===== src/rtl/if_stage.sv =====
// Instruction fetch stage: issues SRAM reads, holds the fetched word for ID,
// and redirects on branches from ID while keeping the delay slot intact.
module if_stage #(
  parameter logic [31:0] RESET_VECTOR = 32'hBFC00000
) (
  input  logic        clock,
  input  logic        reset,
  input  logic        id_allow_in,
  input  logic [32:0] id_to_if_branch_bus,
  output logic [64:0] if_to_id_instruction_bus,
  output logic        inst_sram_en,
  output logic [3:0]  inst_sram_wen,
  output logic [31:0] inst_sram_addr,
  output logic [31:0] inst_sram_wdata,
  input  logic [31:0] inst_sram_rdata
);

  logic        w_toIfValid;
  logic        w_ifReadyGo;
  logic        w_ifAllowIn;
  logic        w_branchTaken;
  logic [31:0] w_branchTarget;
  logic [31:0] w_nextPc;
  logic [31:0] w_instruction;

  logic        r_ifValid;
  logic [31:0] r_ifPc;
  logic        r_pendingValid;
  logic [31:0] r_pendingTarget;
  logic [31:0] r_instBuffer;
  logic        r_instBufferValid;

  assign w_branchTaken  = id_to_if_branch_bus[32];
  assign w_branchTarget = id_to_if_branch_bus[31:0];

  assign w_toIfValid = !reset;
  assign w_ifReadyGo = 1'b1;
  assign w_ifAllowIn = !r_ifValid || (w_ifReadyGo && id_allow_in);

  // A branch that arrived while fetch was blocked outranks any later branch_taken.
  always_comb begin
    if (r_pendingValid) begin
      w_nextPc = r_pendingTarget;
    end else if (w_branchTaken) begin
      w_nextPc = w_branchTarget;
    end else begin
      w_nextPc = r_ifPc + 32'd4;
    end
  end

  assign inst_sram_en    = w_toIfValid && w_ifAllowIn;
  assign inst_sram_addr  = w_nextPc;
  assign inst_sram_wen   = 4'b0000;
  assign inst_sram_wdata = 32'h0000_0000;

  always_ff @(posedge clock or posedge reset) begin
    if (reset) begin
      r_ifValid <= 1'b0;
      r_ifPc    <= RESET_VECTOR - 32'd4;
    end else if (w_ifAllowIn) begin
      r_ifValid <= w_toIfValid;
      r_ifPc    <= w_nextPc;
    end
  end

  // Remember a branch that could not be fetched yet; it is used by the next request.
  always_ff @(posedge clock or posedge reset) begin
    if (reset) begin
      r_pendingValid  <= 1'b0;
      r_pendingTarget <= 32'h0000_0000;
    end else if (r_pendingValid) begin
      if (inst_sram_en) begin
        r_pendingValid <= 1'b0;
      end
    end else if (w_branchTaken && !inst_sram_en) begin
      r_pendingValid  <= 1'b1;
      r_pendingTarget <= w_branchTarget;
    end
  end

  // SRAM data is only valid for one cycle, so a stalled instruction is parked here.
  always_ff @(posedge clock or posedge reset) begin
    if (reset) begin
      r_instBuffer      <= 32'h0000_0000;
      r_instBufferValid <= 1'b0;
    end else if (w_ifAllowIn && r_ifValid) begin
      r_instBufferValid <= 1'b0;
    end else if (r_ifValid && !r_instBufferValid && !id_allow_in) begin
      r_instBuffer      <= inst_sram_rdata;
      r_instBufferValid <= 1'b1;
    end
  end

  assign w_instruction = r_instBufferValid ? r_instBuffer : inst_sram_rdata;

  assign if_to_id_instruction_bus = {r_ifValid && w_ifReadyGo, r_ifPc, w_instruction};

endmodule


===== config.mk =====
export PLATFORM = sky130hd
export DESIGN_NAME = if_stage
export DESIGN_NICKNAME = d
export VERILOG_FILES = /design/src/rtl/if_stage.sv
export SDC_FILE = /design/constraint.sdc
export NUM_CORES = 1
export LEC_CHECK = 0
export ABC_CLOCK_PERIOD_IN_PS = 3850
export CORE_MARGIN = 5
export CORE_UTILIZATION = 47
export CTS_BUF_LIST = sky130_fd_sc_hd__clkbuf_8
export CTS_CLUSTER_SIZE = 25
export DETAILED_ROUTE_END_ITERATION = 16
export PLACE_DENSITY = 0.83
export SLEW_MARGIN = 20
export SYNTH_ARGS = -nofsm -noshare
export SYNTH_HDL_FRONTEND = slang
export SYNTH_SLANG_ARGS = --single-unit

===== constraint.sdc =====
create_clock -name clock -period 3.85 [get_ports clock]
set_input_delay 0.77 -clock clock [delete_from_list [all_inputs] [get_ports clock]]
set_output_delay 0.77 -clock clock [all_outputs]
set_load 0.03 [all_outputs]

==> results of run 1 <==
## final cells by class
type | count | share of cell area, %
clock inverter | 6 | 0.338
sequential | 99 | 32.3
multi-input combinational | 430 | 38.8
tap | 168 | 2.70
timing repair buffer | 179 | 23.3
clock buffer | 10 | 1.77
inverter | 14 | 0.708
## worst register-to-register path: stages (launching register included)
cell and delay [ps]:
dfstp_2 610, nand3_1 170, or4_4 590, or4_4 550
o31a_1 250, o22ai_1 150
## per-layer routing
layer	vias up	wire, um	GRT usage (%)
met1	2412	6320	25.3
met4	0	499	10.0
met5	-	0	0
met3	31	1620	7.60
met2	234	7980	37.9
li1	2287	-	-
## cell usage in the layout (no fill, tap or decap), drive strengths merged, types with 2 or more instances in the layout
master / synthesis / layout
dfstp: 28 / 28
nand4: 9 / 9
o2bb2ai: 3 / 3
conb: 1 / 36
or2: 2 / 2
a21oi: 42 / 42
buf: 40 / 45
o31a: 9 / 9
nor3: 5 / 5
o21a: 2 / 2
nand2: 51 / 51
clkbuf: 30 / 10
a22o: 2 / 2
o221ai: 5 / 5
nand3: 14 / 14
inv: 14 / 17
clkdlybuf4s50: 0 / 134
and3: 7 / 7
xnor2: 14 / 14
dfrtp: 71 / 71
or4: 2 / 2
a21o: 4 / 4
nand2b: 4 / 4
nor2: 31 / 31
and4: 2 / 2
o21ai: 36 / 36
xor2: 12 / 12
mux2i: 8 / 8
nor2b: 2 / 2
o22ai: 7 / 7
o31ai: 5 / 5
mux2: 104 / 104
clkinv: 0 / 3
nor4: 2 / 2
## how the worst min path moves through the flow
stage	start	end
after floorplan	r_ifValid$_DFFE_PP0N_	r_instBufferValid$_DFFE_PP0P_
after global placement	r_instBuffer[2]$_DFFE_PP0P_	r_instBuffer[2]$_DFFE_PP0P_
after detailed placement	r_instBuffer[6]$_DFFE_PP0P_	r_instBuffer[6]$_DFFE_PP0P_
after CTS	r_instBuffer[11]$_DFFE_PP0P_	r_instBuffer[11]$_DFFE_PP0P_
after global routing	r_pendingTarget[15]$_DFFE_PP0P_	r_pendingTarget[15]$_DFFE_PP0P_
final	r_instBuffer[16]$_DFFE_PP0P_	r_instBuffer[16]$_DFFE_PP0P_
## power by group
group	internal [mW]	switching (mW)
Sequential	1.34	0.233
Combinational	0.831	1.00
Clock	0.243	0.361
## state kept, by name (all words and copies together), names as in the netlist
| name | count |
|---|---|
| r_pendingTarget | 32 |
| r_instBufferValid | 1 |
| r_ifPc | 32 |
| r_pendingValid | 1 |
| r_ifValid | 1 |
| r_instBuffer | 32 |
## cell families (layout without fill, tap and decap cells)
| group | count (synthesis) | after routing | synth area share [%] |
|---|---|---|---|
| AOI/OAI and AO/OA | 122 | 122 | 12.7 |
| buffers and inverters | 84 | 209 | 7.78 |
| muxes | 112 | 112 | 21.4 |
| xor gates and xnor gates | 26 | 26 | 3.90 |
| and+or+nand+nor | 133 | 133 | 10.9 |
| adders and majority gates | 1 | 1 | 0.214 |
| DFF | 99 | 99 | 43.0 |
| other | 1 | 36 | 0.0642 |
## metrics by stage
stage	instance area [um2]	utilization [%]	std cells	power (mW)
after global routing	7780	64.2	906	4.21
after detailed placement	7610	62.9	890	3.42
after floorplan	5970	-	613	2.69
after global placement	7610	62.9	890	3.37
final	7780	64.2	906	4.01
after CTS	7780	64.2	906	4.03
## what timing repair did
action / CTS / global route
setup endpoints to repair: 0 / 1
hold buffers: 0 / 0
setup buffers: 0 / 0
resized for setup: 0 / 1
==> impl_metrics.yaml, run 1 <==
place:
  place.gp.congestion: 0.920
  place_ws_ps: 540
  port_buffers: 165
  hpwl_um: 12300
clocking:
  clock_path_buffers: 2
  root_buffer: "clkbuf_8"
  path_clk_slew_ps: 90
  clk_latency_ps: 370
  cts_sinks: 99
  cts_tree: "done"
  htreeDepth: 3
  numCtsBuffers: 9
worst_setup_path:
  cp_num_cells: 7
  crit_family: "buffers and inverters"
  reg2reg_to: "r_ifPc[29]$_DFFE_PP1N_"
  cp_data_arrival_time_ps: 2870
  cp_slowest_cell: "clkdlybuf4s50_1"
  timing.rr.start: "r_ifPc[10]$_DFFE_PP1N_"
  crit_path_end_kind: "primary output"
  required_ps: 3080
  worst_setup_path_start_kind: "flop"
  slowest_delay_ps: 630
  critical_path_peak_fanout: 6
  rr_worst_depth: 5
  startpoint: "r_ifPc[2]$_DFFE_PP1N_"
  crit_type: "reg2out"
  cp.buffers_inverters: 1
  r2r_slack_ps: 1440
  crit_chain: "ha_1, nand3_1, nor2_2, nand2_1, a221oi_1, nor2_1, clkdlybuf4s50_1"
  endpoint: "inst_sram_addr[14]"
global_route:
  grt_pass1_wl_um: 26000
  grtUsageTotal_pct: 22.3
  grt_max_degree: 57
  antenna_found_initial: 0
  grt_pass1_vias: 5161
  overflow: 0
power_and_ir_drop:
  p_leak_nw: 3.18
  ir_drop_v: 0.000255
  power_density_mw_per_mm2: 516
sta:
  fin_crit_ps: 3640
  setup_tns_ps: 0
  timing.slew.headroom_pct: 37.9
  fmax_mhz: 275
  worst_pin_slew_ps: 928
  fin_ws_ps: 208
  whs_ps: 511
  drv_slew: 0
  setup_viol: 0
  rsz0062_at_grt: "no"
  finalClockSkew_ps: 7.02
  hold_violations: 0
  fin_crit_sh_pct: 94.6
routing:
  via_per_inst: 5.48
  wire_per_inst_um: 18.1
  drc: 0
  routed_wl_um: 16400
  dr.pass1.iters: 4
  ant_nets: 0
  drt-initial-drc-count: 310
  via_count: 4964
floorplanning:
  core_mm2: 0.0121
  dieHeight_um: 121
  io_pins: 202
  start_util_pct: 48.2
  rows: 40
  die_area_mm2: 0.0148
  die_width_um: 121
yosys:
  synthArstFlopShare_pct: 100
  avgSynthCellArea_um2: 10.1
  postSynthCellCount: 578
  synth_top_area_share_pct: 30.4
  ys_seq_area_share_pct: 43.0
  synth_cell_types: 46
  synthTopCellsByCount: "104 x mux2_2, 71 x dfrtp_1, 51 x nand2_1"
  yosys_warnings: 0
  ys_top_cells_by_area: "dfrtp_1 30%, mux2_2 20%, dfstp_2 13%, buf_4 4.8%, a21oi_1 3.6%"
  ys.flop_type: "dfrtp_1"
  yosys_register_bits: 99
  yosysTopAreaCell: "dfrtp_1"
  syn_area_mm2: 0.00584
  synth_edf_count: 0
  synth.most_common_cell: "mux2_2"
finish:
  diodes: 0
  fillerInstances: 984
  area.sequential_mm2: 0.00251
  multi_input_area_mm2: 0.00302
  fin_nets: 802
  area_growth_syn_to_layout_pct: 33.3
  drive_gt1_share_pct: 27.6
hold_path:
  min_path_type: "reg2reg"
  hold_path_depth: 1
run_status:
  status: "finished clean"
run:
  drv_cap: 0
Power figures use the tool's default switching activity.
==> run 2: changes to the inputs <==
ABC_CLOCK_PERIOD_IN_PS = 4000   (was 3850)
clock period = 4 ns   (was 3.85 ns; I/O delays follow)
==> impl_metrics.yaml, run 2 (synthesis gave the netlist of run 1 again) <==
run_status:
  status: "finished clean"
worst_setup_path:
  slowest_delay_ps: 620
  crit_family: "simple AND/OR/NAND/NOR gates"
  cp_slowest_cell: "dfstp_2"
  critical_path_peak_fanout: 6
  startpoint: "r_ifPc[2]$_DFFE_PP1N_"
  cp_data_arrival_time_ps: 2940
  cp.buffers_inverters: 1
  crit_path_end_kind: "primary output"
  cp_num_cells: 7
  crit_type: "reg2out"
  worst_setup_path_start_kind: "flop"
  r2r_slack_ps: 1610
  rr_worst_depth: 5
  endpoint: "inst_sram_addr[14]"
  required_ps: 3200
  timing.rr.start: "r_ifPc[11]$_DFFE_PP1N_"
  reg2reg_to: "r_ifPc[29]$_DFFE_PP1N_"
  crit_chain: "ha_1, nand3_1, nor2_2, nand2_1, a221oi_1, nor2_1, clkdlybuf4s50_1"
sta:
  hold_violations: 0
  worst_pin_slew_ps: 862
  drv_slew: 0
  finalClockSkew_ps: 12.5
  rsz0062_at_grt: "no"
  fin_crit_sh_pct: 93.6
  fin_crit_ps: 3740
  setup_viol: 0
  setup_tns_ps: 0
  fmax_mhz: 267
  timing.slew.headroom_pct: 42.3
clocking:
  cts_sinks: 99
  post-cts-setup-buffer-count: 0
  clock_path_buffers: 2
  clk_latency_ps: 390
  root_buffer: "clkbuf_8"
  numCtsBuffers: 9
  path_clk_slew_ps: 100
  cts-resized-gates: 0
  cts_hold_buffers: 0
  cts_tree: "done"
  htreeDepth: 3
finish:
  reg_top3: "r_ifPc (32), r_instBuffer (32), r_pendingTarget (32)"
  area_growth_syn_to_layout_pct: 33.5
  fillerInstances: 962
  fin_nets: 800
  final_common_cell: "clkdlybuf4s50_1"
  drive_gt1_share_pct: 27.9
  layout_common_cells: "134 x clkdlybuf4s50_1, 104 x mux2_2, 70 x dfrtp_1"
  utilization_pct: 64.4
power_and_ir_drop:
  switching_share_pct: 40.2
  p_switching_mw: 1.57
  p_leak_nw: 3.16
  power_frac_comb_pct: 45.4
  ir_drop_v: 0.000284
  power_density_mw_per_mm2: 500
  clock_power_share_pct: 15.7
  pwr-share-seq_pct: 38.9
  p_int_mw: 2.33
floorplanning:
  rows: 40
  die_width_um: 121
  dieHeight_um: 121
  die_area_mm2: 0.0148
  io_pins: 202
  start_util_pct: 48.2
  core_mm2: 0.0121
hold_path:
  min_path_type: "reg2reg"
routing:
  dr.pass1.iters: 5
  wire_per_inst_um: 18.7
  via_count: 4920
  ant_nets: 0
  routed_wl_um: 16900
  drc: 0
  via_per_inst: 5.44
  drt-initial-drc-count: 261
place:
  place.gp.congestion: 0.878
  hpwl_um: 12500
  port_buffers: 165
global_route:
  grt_max_degree: 44
  grt_pass1_vias: 5303
  grt_pass1_wl_um: 27100
  overflow: 0
  antenna_found_initial: 2
  grtUsageTotal_pct: 23.4
run:
  drv_cap: 0
## run 2: cell type report
type	count	area [um2]	area share (%)
multi-input combinational	430	3020	38.8
sequential	99	2510	32.2
timing repair buffer	177	1810	23.3
tap	168	210	2.70
clock buffer	10	138	1.77
inverter	14	55.1	0.706
clock inverter	6	41.3	0.530
antenna	1	2.50	0.0321
## run 2: power groups by stage
stage | clock network (mW) | registers (mW) | logic [mW]
finish | 0.611 | 1.52 | 1.77
global route | 0.673 | 1.56 | 1.88
CTS | 0.634 | 1.51 | 1.78
detailed placement | 0 | 1.53 | 1.77
global placement | 0 | 1.51 | 1.74
floorplan | 0 | 1.63 | 0.955
## run 2: per-stage QoR
step	hold slack (ps)	std cells	setup WS (ps)	power, mW	area [um2]
6_report	512	905	258	3.90	7800
5_1_grt	531	905	98.4	4.11	7800
4_1_cts	514	904	124	3.93	7790
2_1_floorplan	463	613	475	2.59	5970
3_3_place_gp	484	888	642	3.25	7610
3_5_place_dp	490	888	609	3.31	7610
## run 2: worst min-delay path by stage
stage | slack (ps) | depth (start not counted) | startpoint | endpoint
final | 510 | 1 | r_instBuffer[11]$_DFFE_PP0P_ | r_instBuffer[11]$_DFFE_PP0P_
after global routing | 530 | 2 | r_ifPc[14]$_DFFE_PP1N_ | r_ifPc[14]$_DFFE_PP1N_
after CTS | 510 | 1 | r_instBuffer[13]$_DFFE_PP0P_ | r_instBuffer[13]$_DFFE_PP0P_
after detailed placement | 490 | 1 | r_instBuffer[13]$_DFFE_PP0P_ | r_instBuffer[13]$_DFFE_PP0P_
after global placement | 480 | 1 | r_instBuffer[9]$_DFFE_PP0P_ | r_instBuffer[9]$_DFFE_PP0P_
after floorplan | 460 | 1 | r_ifValid$_DFFE_PP0N_ | r_instBufferValid$_DFFE_PP0P_
## run 2: layer usage
metal | global-route usage [%] | up-vias | share of wire [%]
met3 | 7.27 | 53 | 9.8
met2 | 37.5 | 237 | 46
met4 | 14.3 | 2 | 4.8
met5 | 0 | - | 0.077
li1 | - | 2285 | -
met1 | 27.2 | 2343 | 39
==> run 3: changes to the inputs <==
PLACE_DENSITY = unset   (was 0.83)
PLACE_DENSITY_LB_ADDON = 0.15   (was unset)
==> impl_metrics.yaml, run 3 (synthesis gave the netlist of run 1 again) <==
run_status:
  status: "finished clean"
clocking:
  cts_hold_buffers: 0
  root_buffer: "clkbuf_8"
  htreeDepth: 3
  post-cts-setup-buffer-count: 0
  clk_latency_ps: 370
  cts_sinks: 99
  clock_path_buffers: 2
  cts_tree: "done"
  path_clk_slew_ps: 90
  numCtsBuffers: 9
global_route:
  grt_pass1_vias: 4994
  grt_pass1_wl_um: 25700
  grt_max_degree: 68
  grtUsageTotal_pct: 22.0
  overflow: 0
  antenna_found_initial: 1
routing:
  routed_wl_um: 16200
  drc: 0
  dr.pass1.iters: 6
  ant_nets: 0
  via_per_inst: 5.35
  via_count: 4849
  wire_per_inst_um: 17.9
  drt-initial-drc-count: 350
power_and_ir_drop:
  total_power_mw: 3.80
  p_leak_nw: 3.10
  power_density_mw_per_mm2: 491
  ir_drop_v: 0.000254
worst_setup_path:
  timing.rr.start: "r_ifPc[10]$_DFFE_PP1N_"
  r2r_slack_ps: 1570
  rr_worst_depth: 5
  required_ps: 3200
  crit_path_end_kind: "primary output"
  reg2reg_to: "r_ifPc[29]$_DFFE_PP1N_"
  cp_data_arrival_time_ps: 3040
  critical_path_peak_fanout: 7
  endpoint: "inst_sram_addr[23]"
  crit_type: "reg2out"
  worst_setup_path_start_kind: "flop"
  startpoint: "r_ifPc[10]$_DFFE_PP1N_"
place:
  hpwl_um: 11800
  place.gp.congestion: 0.821
  port_buffers: 165
  dpl-instance-area_mm2: 0.00755
  place_ws_ps: 306
sta:
  worst_pin_slew_ps: 694
  fin_crit_sh_pct: 96.0
  rsz0062_at_grt: "no"
  whs_ps: 504
  fin_crit_ps: 3840
  fin_ws_ps: 161
  hold_violations: 0
  drv_slew: 0
  setup_tns_ps: 0
  timing.slew.headroom_pct: 53.7
  setup_viol: 0
  finalClockSkew_ps: 10.7
  fmax_mhz: 260
hold_path:
  min_path_type: "reg2reg"
finish:
  fin_area_mm2: 0.00773
  drive_gt1_share_pct: 24.3
  reg_top3: "r_ifPc (32), r_instBuffer (32), r_pendingTarget (32)"
  fin_nets: 801
  final_common_cell: "clkdlybuf4s50_1"
  area_growth_syn_to_layout_pct: 32.4
  fillerInstances: 1032
  layout_common_cells: "161 x clkdlybuf4s50_1, 104 x mux2_2, 70 x dfrtp_1"
floorplanning:
  rows: 40
  core_mm2: 0.0121
  die_width_um: 121
  start_util_pct: 48.2
  die_area_mm2: 0.0148
  io_pins: 202
  dieHeight_um: 121
run:
  drv_cap: 0
-- run 3: cell types whose count changed in the layout (fill, tap and decap cells not counted), moves of 2 or more --
cell	delta
clkinvlp_4	-2
clkdlybuf4s50_1	+27
clkinv_2	+2
buf_12	-11
buf_4	-19
-- run 3: worst min path at each step --
stage | from | end | slack (ps) | cells past startpoint
2_1_floorplan | r_ifValid$_DFFE_PP0N_ | r_instBufferValid$_DFFE_PP0P_ | 460 | 1
3_3_place_gp | r_ifValid$_DFFE_PP0N_ | r_instBufferValid$_DFFE_PP0P_ | 480 | 1
3_5_place_dp | r_instBuffer[0]$_DFFE_PP0P_ | r_instBuffer[0]$_DFFE_PP0P_ | 490 | 1
4_1_cts | r_ifValid$_DFFE_PP0N_ | r_instBufferValid$_DFFE_PP0P_ | 510 | 1
5_1_grt | r_instBuffer[25]$_DFFE_PP0P_ | r_instBuffer[25]$_DFFE_PP0P_ | 530 | 1
6_report | r_ifValid$_DFFE_PP0N_ | r_instBufferValid$_DFFE_PP0P_ | 500 | 1
-- run 3: per-stage QoR --
stage          utilization [%]  cells
2_1_floorplan                -    613
3_3_place_gp              62.4    889
3_5_place_dp              62.4    889
4_1_cts                   63.7    905
5_1_grt                   63.8    906
6_report                  63.8    906
-- run 3: power breakdown --
part	switching [mW]	leakage, nW	internal, mW
sequential	0.212	1.13	1.29
combinational	0.952	1.89	0.765
clock	0.355	0.0887	0.224
total	1.52	3.10	2.28
-- run 3: final cells by class --
type | instances | area [um2] | area share [%]
Antenna cell | 1 | 2.50 | 0.0324
Sequential cell | 99 | 2510 | 32.5
Inverter | 14 | 55.1 | 0.712
Timing Repair Buffer | 178 | 1750 | 22.7
Clock buffer | 9 | 124 | 1.60
Tap cell | 168 | 210 | 2.72
Clock inverter | 7 | 45.0 | 0.583
Multi-Input combinational cell | 430 | 3030 | 39.2
-- run 3: what timing repair did --
action | CTS | global route
setup endpoints to repair | 2 | 6
pin swaps | 0 | 0
cloned | 0 | 0
gates resized for setup | 2 | 7
-- run 3: metal layers --
metal | vias up | wire [um] | global-route usage, %
met5 | - | 0 | 0
met4 | 0 | 367 | 8.26
met3 | 22 | 1390 | 7.13
met2 | 188 | 7910 | 36.8
met1 | 2346 | 6520 | 26.3
li1 | 2293 | - | -
-- run 3: worst max-delay path: stages (launching register included) --
cell	delay (ps)
dfstp_2	600
nand3_1	180
or4_4	600
nor3_2	310
xor2_1	170
a21o_1	140
clkdlybuf4s50_1	670
